--- src/rtl/calc_pkg.sv ---
// Shared definitions for the calculator entry path: key codes, operator encodings,
// sequencer states and key classification helpers.
package calc_pkg;

  localparam logic [7:0] KEY_0   = 8'h30;
  localparam logic [7:0] KEY_ADD = 8'h2B;
  localparam logic [7:0] KEY_SUB = 8'h2D;
  localparam logic [7:0] KEY_MUL = 8'h2A;
  localparam logic [7:0] KEY_EQ  = 8'h3D;
  localparam logic [7:0] KEY_ESC = 8'h1B;
  localparam logic [7:0] KEY_C   = 8'h43;

  localparam logic [1:0] OP_ADD = 2'd0;
  localparam logic [1:0] OP_SUB = 2'd1;
  localparam logic [1:0] OP_MUL = 2'd2;

  typedef enum logic [1:0] {StEnterA, StEnterB, StWait, StShow} calcState_t;

  typedef enum logic [2:0] {KeyNone, KeyDigit, KeyOp, KeyEq, KeyClr} keyClass_t;

  function automatic keyClass_t keyClass(input logic [7:0] code);
    keyClass_t cls;
    if (code >= KEY_0 && code <= KEY_0 + 8'd9) begin
      cls = KeyDigit;
    end else begin
      case (code)
        KEY_ADD, KEY_SUB, KEY_MUL: cls = KeyOp;
        KEY_EQ:                    cls = KeyEq;
        KEY_ESC, KEY_C:            cls = KeyClr;
        default:                   cls = KeyNone;
      endcase
    end
    return cls;
  endfunction

  function automatic logic [1:0] opOf(input logic [7:0] code);
    logic [1:0] op;
    case (code)
      KEY_SUB: op = OP_SUB;
      KEY_MUL: op = OP_MUL;
      default: op = OP_ADD;
    endcase
    return op;
  endfunction

endpackage

--- src/rtl/key_sync.sv ---
// Brings the keyboard code-valid strobe into the Clk domain and captures the key code
// on its rising edge, producing a one-cycle KeyStb.
module key_sync #(
  parameter int unsigned SYNC_STAGES = 2
) (
  input  logic       Clk,
  input  logic       ResetN,
  input  logic [7:0] ScanValue,
  input  logic       KbdCodeValid,
  output logic       KeyStb,
  output logic [7:0] KeyCode
);

  logic [SYNC_STAGES-1:0] syncQ;
  logic                   prevQ;
  logic                   rise;
  logic                   keyStbQ;
  logic [7:0]             keyRegQ;

  assign rise = syncQ[SYNC_STAGES-1] & ~prevQ;

  // ScanValue is held stable by the receiver, so sampling it on the detect cycle is safe.
  always_ff @(posedge Clk) begin
    if (!ResetN) begin
      syncQ   <= '0;
      prevQ   <= 1'b0;
      keyStbQ <= 1'b0;
      keyRegQ <= '0;
    end else begin
      syncQ   <= {syncQ[SYNC_STAGES-2:0], KbdCodeValid};
      prevQ   <= syncQ[SYNC_STAGES-1];
      keyStbQ <= rise;
      if (rise) keyRegQ <= ScanValue;
    end
  end

  assign KeyStb  = keyStbQ;
  assign KeyCode = keyRegQ;

endmodule

--- src/rtl/calc_entry_ctrl.sv ---
// Calculator keyboard-entry sequencer: assembles two BCD operands and an operator,
// runs a req/ack transaction with the arithmetic unit and selects the display value.
module calc_entry_ctrl
  import calc_pkg::*;
#(
  parameter int unsigned DIGITS      = 4,
  parameter int unsigned SYNC_STAGES = 2
) (
  input  logic                Clk,
  input  logic                ResetN,
  input  logic [7:0]          ScanValue,
  input  logic                KbdCodeValid,
  output logic [4*DIGITS-1:0] OpA,
  output logic [4*DIGITS-1:0] OpB,
  output logic [1:0]          OpCode,
  output logic                CalcReq,
  input  logic                CalcAck,
  input  logic [4*DIGITS-1:0] Result,
  input  logic                CalcErr,
  output logic [4*DIGITS-1:0] DisplayValue,
  output logic                Error,
  output logic                Busy
);

  localparam int unsigned W    = 4 * DIGITS;
  localparam int unsigned CntW = $clog2(DIGITS + 1);
  localparam logic [CntW-1:0] CntMax = CntW'(DIGITS);

  logic       keyStb;
  logic [7:0] keyCode;

  key_sync #(
    .SYNC_STAGES(SYNC_STAGES)
  ) uKeySync (
    .Clk         (Clk),
    .ResetN      (ResetN),
    .ScanValue   (ScanValue),
    .KbdCodeValid(KbdCodeValid),
    .KeyStb      (keyStb),
    .KeyCode     (keyCode)
  );

  calcState_t      stateQ, stateD;
  logic [W-1:0]    opAQ, opAD, opBQ, opBD, resQ, resD;
  logic [CntW-1:0] cntAQ, cntAD, cntBQ, cntBD;
  logic [1:0]      opCodeQ, opCodeD;
  logic            errQ, errD;

  keyClass_t  keyCls;
  logic [3:0] digit;
  logic [1:0] keyOp;

  assign keyCls = keyClass(keyCode);
  assign digit  = keyCode[3:0];
  assign keyOp  = opOf(keyCode);

  always_ff @(posedge Clk) begin
    if (!ResetN) stateQ <= StEnterA;
    else         stateQ <= stateD;
  end

  always_ff @(posedge Clk) begin
    if (!ResetN) begin
      opAQ    <= '0;
      opBQ    <= '0;
      resQ    <= '0;
      cntAQ   <= '0;
      cntBQ   <= '0;
      opCodeQ <= OP_ADD;
      errQ    <= 1'b0;
    end else begin
      opAQ    <= opAD;
      opBQ    <= opBD;
      resQ    <= resD;
      cntAQ   <= cntAD;
      cntBQ   <= cntBD;
      opCodeQ <= opCodeD;
      errQ    <= errD;
    end
  end

  always_comb begin
    stateD  = stateQ;
    opAD    = opAQ;
    opBD    = opBQ;
    resD    = resQ;
    cntAD   = cntAQ;
    cntBD   = cntBQ;
    opCodeD = opCodeQ;
    errD    = errQ;
    // Keys (CLR included) are deliberately dead while a calculation is outstanding.
    if (stateQ == StWait) begin
      if (CalcAck) begin
        resD   = Result;
        errD   = CalcErr;
        stateD = StShow;
      end
    end else if (keyStb && keyCls == KeyClr) begin
      opAD    = '0;
      opBD    = '0;
      resD    = '0;
      cntAD   = '0;
      cntBD   = '0;
      opCodeD = OP_ADD;
      errD    = 1'b0;
      stateD  = StEnterA;
    end else if (keyStb) begin
      unique case (stateQ)
        StEnterA: begin
          if (keyCls == KeyDigit && cntAQ != CntMax) begin
            opAD  = {opAQ[W-5:0], digit};
            cntAD = cntAQ + CntW'(1);
          end else if (keyCls == KeyOp && cntAQ != '0) begin
            opCodeD = keyOp;
            opBD    = '0;
            cntBD   = '0;
            stateD  = StEnterB;
          end
        end
        StEnterB: begin
          if (keyCls == KeyDigit && cntBQ != CntMax) begin
            opBD  = {opBQ[W-5:0], digit};
            cntBD = cntBQ + CntW'(1);
          end else if (keyCls == KeyOp) begin
            opCodeD = keyOp;
          end else if (keyCls == KeyEq && cntBQ != '0) begin
            stateD = StWait;
          end
        end
        StShow: begin
          if (keyCls == KeyDigit) begin
            opAD   = {{(W-4){1'b0}}, digit};
            cntAD  = CntW'(1);
            opBD   = '0;
            cntBD  = '0;
            errD   = 1'b0;
            stateD = StEnterA;
          end else if (keyCls == KeyOp && !errQ) begin
            // Chain: the previous result becomes a full-width operand A.
            opAD    = resQ;
            cntAD   = CntMax;
            opCodeD = keyOp;
            opBD    = '0;
            cntBD   = '0;
            stateD  = StEnterB;
          end
        end
        default: ;
      endcase
    end
  end

  always_comb begin
    CalcReq      = (stateQ == StWait);
    Busy         = CalcReq;
    DisplayValue = opAQ;
    unique case (stateQ)
      StEnterA:         DisplayValue = opAQ;
      StEnterB, StWait: DisplayValue = (cntBQ == '0) ? opAQ : opBQ;
      StShow:           DisplayValue = resQ;
      default:          DisplayValue = opAQ;
    endcase
  end

  assign OpA    = opAQ;
  assign OpB    = opBQ;
  assign OpCode = opCodeQ;
  assign Error  = errQ;

endmodule

--- config.mk ---
export PLATFORM = sky130hd
export DESIGN_NAME = calc_entry_ctrl
export DESIGN_NICKNAME = d
export VERILOG_FILES = /design/src/rtl/calc_pkg.sv /design/src/rtl/key_sync.sv /design/src/rtl/calc_entry_ctrl.sv
export SDC_FILE = /design/constraint.sdc
export NUM_CORES = 1
export LEC_CHECK = 0
export ABC_AREA = 1
export BUFFER_PORTS_ARGS = -buffer_cell sky130_fd_sc_hd__buf_2
export CORE_ASPECT_RATIO = 1.4
export CORE_UTILIZATION = 50
export DETAILED_ROUTE_END_ITERATION = 10
export PLACE_DENSITY = 0.77
export SLEW_MARGIN = 5
export SYNTH_ARGS = -nofsm -noshare
export SYNTH_HDL_FRONTEND = slang
export SYNTH_SLANG_ARGS = --single-unit
--- constraint.sdc ---
create_clock -name Clk -period 1.7 [get_ports Clk]
set_clock_uncertainty 0.05 [all_clocks]
set_input_delay 0.255 -clock Clk [delete_from_list [all_inputs] [get_ports Clk]]
set_output_delay 0.255 -clock Clk [all_outputs]
set_load 0.05 [all_outputs]
==> results_dict.tcl, run 1 <==
set metrics [dict create \
    status "stopped before the end" \
    stop_stage "global routing" \
    error "[ERROR GRT-0232] Routing congestion too high. Check the congestion heatmap in the GUI." \
    start_util_pct 52.43 \
    synth-seq-cells 71 \
    routabilityCongestion 0.9300 \
    die_w_um 76.72 \
    grt_max_degree 22 \
    cts_buffers 9 \
    syn-num-nets 639 \
    async_reset_ff_share_pct 0 \
    grt_remaining_overflow 96 \
    io_buffers 81 \
    cts_root_buf "clkbuf_8" \
    std_cell_rows 37 \
    synth_flop_cell "dfxtp_1" \
    synth.distinct_cells 30 \
    dp_cells 814 \
    gr-usage-all-layers_pct 73.58 \
    dp_hpwl_mm 9.089 \
    timing.worst_endpoint.kind "top-level output" \
    grt-worst-endpoint "DisplayValue[8]" \
    cts.path.max_buffers 2 \
    yosys_warnings 0 \
    cts_sinks 71 \
    die_y_um 106.6 \
    synth-edff-count 0 \
    syn_area_per_cell_um2 6.502 \
    syn_inst 601 \
    io_pins 82 \
    placed_area_um2 5077 \
    cts_max_level 3 \
    syn-cell-area_um2 3907 \
    yosysSeqAreaShare_pct 36.38 \
]
-- metrics by stage --
step | setup WS, ps | utilization (%)
2_1_floorplan | -100.4 | -
3_3_place_gp | -146.7 | 68.12
3_5_place_dp | -194.4 | 68.12
4_1_cts | -381.0 | 86.87
-- metal layers --
layer	global-route usage, %	GRT overflow
met5	0	0
met1	69.65	0
met2	98.21	56
met4	89.15	39
met3	46.72	1
-- cells by family after synthesis --
logic type	Yosys count	synth area share (%)
AO/OA/AOI/OAI	116	16.94
buffers and inverters	108	11.75
adder cells (fa/ha/maj)	9	2.882
AND/OR/NAND/NOR	297	32.05
flip-flops	71	36.38
-- timing repair --
action                     4_1_cts
gates resized for setup        206
pin swaps                       75
setup endpoints to repair       61
cloned                           8
setup buffers                   34
hold buffers                     0
-- synthesized netlist by cell type, drive strengths merged, types with 2 or more instances --
| cell | instances | area, um2 |
|---|---|---|
| buf | 15 | 107.6 |
| a21oi | 50 | 250.2 |
| inv | 73 | 276.5 |
| o21ai | 28 | 140.1 |
| nor2 | 71 | 281.5 |
| o22ai | 24 | 150.1 |
| clkinv | 2 | 7.510 |
| a32oi | 12 | 105.1 |
| nand2 | 181 | 711.9 |
| nand3b | 2 | 18.77 |
| nor4 | 3 | 18.77 |
| clkbuf | 18 | 67.56 |
| ha | 9 | 112.6 |
| nand3 | 39 | 215.2 |
| dfxtp | 71 | 1421 |
==> run 2: changes to the inputs <==
--- a/config.mk
+++ b/config.mk
@@ -7,10 +7,9 @@
 export LEC_CHECK = 0
 export ABC_AREA = 1
 export BUFFER_PORTS_ARGS = -buffer_cell sky130_fd_sc_hd__buf_2
-export CORE_ASPECT_RATIO = 1.4
-export CORE_UTILIZATION = 50
+export CORE_UTILIZATION = 40
 export DETAILED_ROUTE_END_ITERATION = 10
-export PLACE_DENSITY = 0.77
+export PLACE_DENSITY_LB_ADDON = 0.15
 export SLEW_MARGIN = 5
 export SYNTH_ARGS = -nofsm -noshare
 export SYNTH_HDL_FRONTEND = slang
==> constraint.sdc (replaced) <==
create_clock -name Clk -period 2.2 [get_ports Clk]
set_clock_uncertainty 0.05 [all_clocks]
set_input_delay 0.33 -clock Clk [delete_from_list [all_inputs] [get_ports Clk]]
set_output_delay 0.33 -clock Clk [all_outputs]
set_load 0.05 [all_outputs]
==> results_dict.tcl, run 2 <==
set metrics [dict create \
    yosys-top-cells-count "nand2_1, dfxtp_1, nor2_1, inv_1, a21oi_1" \
    cts_root_buf "clkbuf_8" \
    yosys_warnings 0 \
    cp_common_cell "inv_4" \
    cts_max_level 3 \
    synth.distinct_cells 30 \
    slew_headroom_pct 63.21 \
    yosysMostFrequentCell "nand2_1" \
    grt_remaining_overflow 0 \
    antenna_cells 0 \
    placed_area_um2 4501 \
    fmax_mhz 440.0 \
    cpMaxStageDelayCell "dfxtp_2" \
    grt_first_pass_wirelength_mm 19.40 \
    endpoint_kind "primary output" \
    cts_buffers 9 \
    syn-cell-area_um2 3907 \
    synth_top_area_share_pct 36.38 \
    vdd_drop_max_uv 223.6 \
    clk_pin_slew_ps 90 \
    post-place-ws_ps 55.07 \
    antenna_found_initial 0 \
    status "finished with violations" \
    synth-seq-cells 71 \
    first_global_vias 3796 \
    grt_max_degree 43 \
    critPathLaunchType "flip-flop" \
    drt_pass1_iterations 5 \
    violations "negative setup slack" \
    synth-edff-count 0 \
    crit_path_cell_trace "inv_4, ha_4, inv_6, o21ai_4, inv_4, buf_16, o22ai_2, buf_6" \
    p_leak_nw 2.357 \
    syn-num-nets 639 \
    dieArea_um2 10170 \
    period_needed_ps 2273 \
    dp_cells 797 \
    setup_viol 16 \
    die_y_um 100.8 \
    cts_tree "yes" \
    io_buffers 81 \
    grt_setup_unrepaired "true" \
    fill_cells 930 \
    cts.path.max_buffers 2 \
    drive_above_1_share_pct 28.14 \
    cellPowerDensity_nw_per_um2 466.6 \
    drv_cap 0 \
    synth_flop_cell "dfxtp_1" \
    worstHoldStart "KbdCodeValid" \
    crit_start "stateQ[1]" \
    synthToLayoutAreaGrowth_pct 33.14 \
    yosys-top-cells-area "dfxtp_1, nand2_1, nor2_1, a21oi_1, inv_1" \
    final_antenna_net_count 0 \
    arrival_ps 1890 \
    dp_hpwl_mm 8.623 \
    worst_slack_ps -72.86 \
    yosysSeqAreaShare_pct 36.38 \
    hold_slack_ps 99.95 \
    layout_common_cells "nand2_1, dfxtp_1, nor2_1" \
    viasPerCell 5.253 \
    clkLatencyLatePin_ps 370 \
    drt_iter0_markers 338 \
    hold_class "in2reg" \
    nets 726 \
    hold_violations 0 \
    vias 4318 \
    die_w_um 100.8 \
    layout_commonest_cell "nand2_1" \
    cts_sinks 71 \
    synth.largest_area_cell "dfxtp_1" \
    wl_per_cell_um 15.62 \
    r2r-start "uKeySync.KeyCode[1]" \
    drc 0 \
    crit_type "reg2out" \
    start_util_pct 41.70 \
    cp.required_ps 1820 \
    period_share_pct 103.3 \
    slowest_delay_ps 370 \
    finalNonFillerCells 822 \
    core_um2 9371 \
    worst_pin_slew_ps 548.4 \
    syn_area_per_cell_um2 6.502 \
    std_cell_rows 35 \
    slew_viol_final 0 \
    crit_fanout 5 \
    async_reset_ff_share_pct 0 \
    io_pins 82 \
    gr-usage-all-layers_pct 25.07 \
    final_area_um2 5202 \
    routabilityCongestion 0.9044 \
    wirelength_mm 12.84 \
    syn_inst 601 \
]
-- run 2: final cells by class --
class	count	area [um2]	share of cell area (%)
Inverter	75	296.5	5.700
Clock buffer	10	137.6	2.646
Clock inverter	6	45.04	0.8658
Multi-Input combinational cell	422	2360	45.36
Timing Repair Buffer	109	775.7	14.91
Tap cell	129	161.4	3.102
Sequential cell	71	1426	27.42
-- run 2: metal layers --
metal	up-vias	track usage [%]	part of all wire (%)
met5	-	0	0
met4	0	8.250	1.8
met3	21	5.270	7.9
met2	176	37.93	45
met1	2019	35.39	45
li1	2102	-	-
-- run 2: report_power, final --
part | leakage, nW | switching [mW] | internal (mW)
Combinational | 1.69 | 0.0692 | 0.0410
Sequential | 0.575 | 0.0114 | 1.29
Clock | 0.0902 | 0.566 | 0.446
-- run 2: through the flow --
| step | setup TNS [ps] | power (mW) | utilization, % |
|---|---|---|---|
| after floorplan | -3433 | 1.400 | - |
| after global placement | 0 | 1.442 | 48.02 |
| after detailed placement | 0 | 1.444 | 48.02 |
| after CTS | -83.35 | 2.430 | 53.44 |
| after global routing | -1466 | 2.520 | 55.51 |
| final | -716.5 | 2.427 | 55.51 |
-- run 2: kinds of logic (layout without fill, tap and decap cells) --
family / Yosys count / count (layout) / share of synthesized area [%]
AO/OA/AOI/OAI: 116 / 116 / 16.94
adder cells (fa/ha/maj): 9 / 9 / 2.882
buffers and inverters: 108 / 200 / 11.75
flip-flops: 71 / 71 / 36.38
AND/OR/NAND/NOR: 297 / 297 / 32.05
-- run 2: worst paths after layout --
check | to | slack (ps) | depth (start not counted)
max | DisplayValue[10] | -70 | 8
min | uKeySync.syncQ[0] | 100 | 3
max reg2reg | cntBQ[2] | 150 | 11
min reg2reg | uKeySync.KeyStb | 370 | 1
-- run 2: timing repair --
action                     CTS  global route
hold buffers                 0             0
pin swaps                    6             4
cloned                       1             0
gates resized for setup     66            34
setup endpoints to repair   16            43
buffers inserted             8             0
-- run 2: worst max-delay path: cells and delay by family, from the launching register on --
kind | cells | cell delay [ps]
AO/OA/AOI/OAI | 2 | 340
adder cells (fa/ha/maj) | 1 | 290
buffers and inverters | 5 | 510
flip-flops | 1 | 370
No activity file was read; power rests on OpenSTA's default activity.
==> run 3: changes to the inputs <==
--- a/config.mk
+++ b/config.mk
@@ -7,7 +7,7 @@
 export LEC_CHECK = 0
 export ABC_AREA = 1
 export BUFFER_PORTS_ARGS = -buffer_cell sky130_fd_sc_hd__buf_2
-export CORE_UTILIZATION = 40
+export CORE_UTILIZATION = 55
 export DETAILED_ROUTE_END_ITERATION = 10
 export PLACE_DENSITY_LB_ADDON = 0.15
 export SLEW_MARGIN = 5
==> results_dict.tcl, run 3 (synthesized netlist as in run 2, its figures left out) <==
set metrics [dict create \
    drt_pass1_iterations 5 \
    viasPerCell 5.532 \
    std_cell_rows 30 \
    drt_iter0_markers 345 \
    layout_commonest_cell "nand2_1" \
    drc 0 \
    wirelength_mm 11.85 \
    vias 4337 \
    hold_violations 0 \
    grt_first_pass_wirelength_mm 17.85 \
    p_sw_share_pct 24.60 \
    layout_common_cells "nand2_1, dfxtp_1, nor2_1" \
    die_w_um 86.29 \
    synthToLayoutAreaGrowth_pct 26.61 \
    cts.path.max_buffers 2 \
    post-place-ws_ps 69.75 \
    endpoint_kind "primary output" \
    placed_area_um2 4439 \
    cellPowerDensity_nw_per_um2 497.3 \
    p_leak_nw 2.252 \
    arrival_ps 1870 \
    min_to "uKeySync.syncQ[0]" \
    rr_endpoint "OpB[9]" \
    core_um2 6832 \
    cp_common_cell "inv_4" \
    reg2reg_depth 12 \
    clk_pin_slew_ps 80 \
    worstHoldStart "KbdCodeValid" \
    drive_above_1_share_pct 25.87 \
    final_antenna_net_count 0 \
    cts_buffers 9 \
    final_area_um2 4947 \
    cts_root_buf "clkbuf_8" \
    clkLatencyLatePin_ps 350 \
    r2r-start "uKeySync.KeyCode[3]" \
    violations "negative setup slack" \
    critPathLaunchType "flip-flop" \
    finalNonFillerCells 784 \
    antenna_found_initial 0 \
    hold_slack_ps 108.4 \
    slew_headroom_pct 62.64 \
    status "finished with violations" \
    cp.required_ps 1820 \
    vdd_drop_max_uv 354.9 \
    gr-usage-all-layers_pct 30.89 \
    slew_viol_final 0 \
    first_global_vias 3782 \
    grt_setup_unrepaired "true" \
    period_share_pct 102.5 \
    power_mw 2.460 \
    crit_fanout 7 \
    dp_hpwl_mm 8.177 \
    wl_per_cell_um 15.11 \
    hold_depth 3 \
    cpMaxStageDelayCell "dfxtp_2" \
    drv_cap 0 \
    tns_ps -332.5 \
    fmax_mhz 443.6 \
    dp_cells 763 \
    clock_power_share_pct 42.5 \
    dieArea_um2 7446 \
    sequentialPowerShare_pct 53.1 \
    fin_util_pct 72.42 \
    period_needed_ps 2254 \
    p_switching_mw 0.6052 \
    p_int_mw 1.855 \
    routabilityCongestion 0.9689 \
    cts_tree "yes" \
    die_y_um 86.29 \
    worst_pin_slew_ps 560.4 \
    cts_max_level 3 \
    io_buffers 81 \
    crit_path_cell_trace "inv_2, ha_4, inv_4, o21ai_4, inv_4, clkbuf_16, o22ai_4, buf_6" \
    cts_sinks 71 \
    crit_family "buffers and inverters" \
    antenna_cells 0 \
    crit_type "reg2out" \
    worst_slack_ps -54.18 \
    nets 722 \
    hold_class "in2reg" \
    slowest_delay_ps 340 \
    io_pins 82 \
    rrSetupSlack_ps 150 \
    setup_viol 13 \
    grt_remaining_overflow 0 \
    p_comb_share_pct 4.4 \
    start_util_pct 57.20 \
    grt_max_degree 33 \
    cp.buffers_inverters 5 \
]
## run 3: cell types whose count changed in the layout (fill, tap and decap cells not counted), sizes merged
cell | before | now
clkinv | 5 | 3
clkbuf | 10 | 11
bufinv | 0 | 1
buf | 109 | 104
## run 3: worst reg2reg max path, cell delays in order, from the launching register on
cell     delay, ps
dfxtp_1        450
nand2_1        110
nor2_1          90
nand2_1         70
nand2_2        120
nand2_4        200
nand3_2        180
nand2_1         60
nor2_1         170
nand2_2        210
nand2_1        130
nand2_1         60
nor2_1          90
## run 3: timing repair
action                                 4_1_cts  5_1_grt
hold buffers                                 0        0
endpoints found under the hold margin        0        0
buffers inserted                             1        4
pin swaps                                    1        4
gates resized for setup                     44       29
cloned                                       0        1
setup endpoints to repair                   16       17
## run 3: layout make-up
type | instances | area, um2
Clock buffer | 10 | 127.6
Clock inverter | 5 | 58.81
Fill cell | 576 | 1884
Inverter | 75 | 294.0
Multi-Input combinational cell | 422 | 2220
Sequential cell | 71 | 1426
Tap cell | 96 | 120.1
Timing Repair Buffer | 105 | 700.7
## run 3: per-layer routing
metal / global-route usage, % / up-vias / wire (um) / part of all wire, %
li1: - / 2101 / - / -
met1: 42.49 / 1958 / 5168 / 44
met2: 47.62 / 239 / 5208 / 44
met3: 6.762 / 39 / 1159 / 9.8
met4: 11.06 / 0 / 308 / 2.6
met5: 0 / - / 0 / 0
## run 3: worst max-delay path by stage
stage | startpoint | end | depth (start not counted) | slack, ps
after floorplan | stateQ[0] | DisplayValue[1] | 6 | -380
after global placement | stateQ[1] | DisplayValue[11] | 8 | 130
after detailed placement | stateQ[1] | DisplayValue[8] | 8 | 70
after CTS | cntBQ[0] | DisplayValue[6] | 8 | 3
after global routing | stateQ[0] | DisplayValue[14] | 8 | -90
final | stateQ[0] | DisplayValue[14] | 8 | -50
## run 3: power by group through the flow
stage | logic, mW | clock network, mW | registers, mW
final | 0.109 | 1.05 | 1.31
after global routing | 0.123 | 1.10 | 1.31
after CTS | 0.108 | 1.04 | 1.30
after detailed placement | 0.107 | 0 | 1.34
after global placement | 0.104 | 0 | 1.33
after floorplan | 0.0672 | 0 | 1.33
==> run 4: changes to the inputs <==
--- a/config.mk
+++ b/config.mk
@@ -7,7 +7,9 @@
 export LEC_CHECK = 0
 export ABC_AREA = 1
 export BUFFER_PORTS_ARGS = -buffer_cell sky130_fd_sc_hd__buf_2
-export CORE_UTILIZATION = 55
+export CELL_PAD_IN_SITES_DETAIL_PLACEMENT = 0
+export CELL_PAD_IN_SITES_GLOBAL_PLACEMENT = 1
+export CORE_UTILIZATION = 38
 export DETAILED_ROUTE_END_ITERATION = 10
 export PLACE_DENSITY_LB_ADDON = 0.15
 export SLEW_MARGIN = 5
==> results_dict.tcl, run 4 (synthesized netlist as in run 2, its figures left out) <==
set metrics [dict create \
    status "finished with violations" \
    violations "negative setup slack" \
    antenna_cells 0 \
    hold_violations 0 \
    die_y_um 103.4 \
    cts_root_buf "clkbuf_8" \
    routabilityCongestion 0.9001 \
    fmax_mhz 449.3 \
    grt_max_degree 26 \
    crit_fanout 23 \
    endpoint_kind "primary output" \
    die_w_um 103.4 \
    arrival_ps 1850 \
    clock_power_share_pct 43.0 \
    cts_buffers 9 \
    clkLatencyLatePin_ps 350 \
    cpMaxStageDelayCell "dfxtp_2" \
    p_switching_mw 0.5921 \
    worst_pin_slew_ps 560.6 \
    crit_path_cell_trace "buf_4, ha_1, buf_4, a32oi_1, o22ai_4, buf_6" \
    layout_commonest_cell "nand2_1" \
    dp_hpwl_mm 8.884 \
    period_needed_ps 2226 \
    slew_viol_final 0 \
    hold_slack_ps 102.9 \
    synthToLayoutAreaGrowth_pct 30.74 \
    nets 723 \
    sequentialPowerShare_pct 52.6 \
    grt_setup_unrepaired "true" \
    drt_iter0_markers 231 \
    worstHoldStart "KbdCodeValid" \
    clk_pin_slew_ps 80 \
    antenna_found_initial 0 \
    grt_first_pass_wirelength_mm 18.63 \
    vdd_drop_max_uv 245.7 \
    slew_headroom_pct 62.40 \
    cts_tree "yes" \
    grt_remaining_overflow 0 \
    p_int_mw 1.890 \
    wl_per_cell_um 14.65 \
    p_comb_share_pct 4.4 \
    period_share_pct 101.2 \
    r2r-start "uKeySync.KeyCode[2]" \
    io_buffers 81 \
    hold_depth 3 \
    final_antenna_net_count 0 \
    fill_cells 1005 \
    critPathLaunchType "flip-flop" \
    crit_type "reg2out" \
    setup_viol 3 \
    worst_slack_ps -25.81 \
    std_cell_rows 36 \
    cellPowerDensity_nw_per_um2 485.9 \
    cp_common_cell "buf_4" \
    rr_endpoint "OpB[13]" \
    cts_sinks 71 \
    drive_above_1_share_pct 26.96 \
    cp.buffers_inverters 3 \
    min_to "uKeySync.syncQ[0]" \
    rrSetupSlack_ps 210 \
    drt_pass1_iterations 4 \
    first_global_vias 3720 \
    wirelength_mm 12.06 \
    slowest_delay_ps 330 \
    drv_cap 0 \
    crit_family "buffers and inverters" \
    viasPerCell 4.998 \
    hold_class "in2reg" \
    drc 0 \
    p_leak_nw 2.309 \
    core_um2 9864 \
    cts_max_level 3 \
    layout_common_cells "nand2_1, dfxtp_1, nor2_1" \
    vias 4113 \
    cts.path.max_buffers 2 \
    start_util_pct 39.61 \
    gr-usage-all-layers_pct 23.34 \
    p_sw_share_pct 23.85 \
    io_pins 82 \
    power_mw 2.483 \
    reg2reg_depth 13 \
    cp.required_ps 1820 \
    dieArea_um2 10690 \
    ctsHoldBuffers 0 \
]
[run 4: cell types whose count changed in the layout (fill, tap and decap cells not counted), sizes merged]
cell / before / now
inv: 74 / 73
clkinvlp: 2 / 0
buf: 104 / 106
clkinv: 3 / 6
[run 4: timing repair]
| item | in CTS | in global routing |
|---|---|---|
| cloned | 1 | 0 |
| setup buffers | 4 | 1 |
| pin swaps | 4 | 2 |
| setup endpoints to repair | 17 | 16 |
| gates resized for setup | 66 | 21 |
[run 4: how the worst max path moves through the flow]
stage | endpoint | from | depth (start not counted) | slack, ps
after CTS | DisplayValue[0] | stateQ[1] | 6 | -20
after global placement | DisplayValue[2] | cntBQ[0] | 8 | 40
after detailed placement | DisplayValue[7] | stateQ[1] | 8 | -30
after floorplan | DisplayValue[1] | stateQ[0] | 6 | -380
final | DisplayValue[14] | stateQ[0] | 6 | -30
after global routing | DisplayValue[14] | stateQ[0] | 6 | -90
[run 4: layout make-up]
type | instances | area [um2] | area share (%)
Tap cell | 133 | 166.4 | 3.257
Clock inverter | 5 | 57.56 | 1.127
Clock buffer | 11 | 141.4 | 2.768
Inverter | 75 | 294.0 | 5.756
Multi-Input combinational cell | 422 | 2281 | 44.65
Timing Repair Buffer | 106 | 742.0 | 14.52
Sequential cell | 71 | 1426 | 27.92
[run 4: per-stage QoR]
stage | std cells | util [%] | setup WS, ps | cell area [um2] | setup TNS [ps]
detailed placement | 801 | 45.67 | -33.74 | 4506 | -151.8
CTS | 822 | 50.88 | -17.86 | 5019 | -38.04
finish | 823 | 51.79 | -25.81 | 5109 | -50.44
global route | 823 | 51.79 | -94.49 | 5109 | -731.1
floorplan | 601 | - | -376.9 | 3954 | -3433
global placement | 801 | 45.67 | 35.08 | 4506 | 0
[run 4: power by group through the flow]
stage	Sequential (mW)	Clock [mW]	Combinational [mW]
finish	1.31	1.07	0.108
floorplan	1.33	0	0.0672
global placement	1.34	0	0.107
detailed placement	1.34	0	0.108
global route	1.31	1.14	0.124
CTS	1.31	1.09	0.109
[run 4: worst register-to-register path, cell delays in order, from the launching register on]
cell and delay [ps]:
dfxtp_1 390, inv_2 120, nand2_1 80, nor2_1 100, nand2_1 70, nand2_2 120, nand2_4 140, nand2_1 160
nand2_1 70, nor2_1 180, nand2_2 210, nand2_1 110, nand2_1 50, nor2_1 90
[run 4: routing by layer]
layer	routed length (um)	track usage, %	part of all wire [%]
met1	5885	32.84	49
met2	5191	34.64	43
met3	783	5.511	6.5
met4	194	8.342	1.6
met5	0	0	0
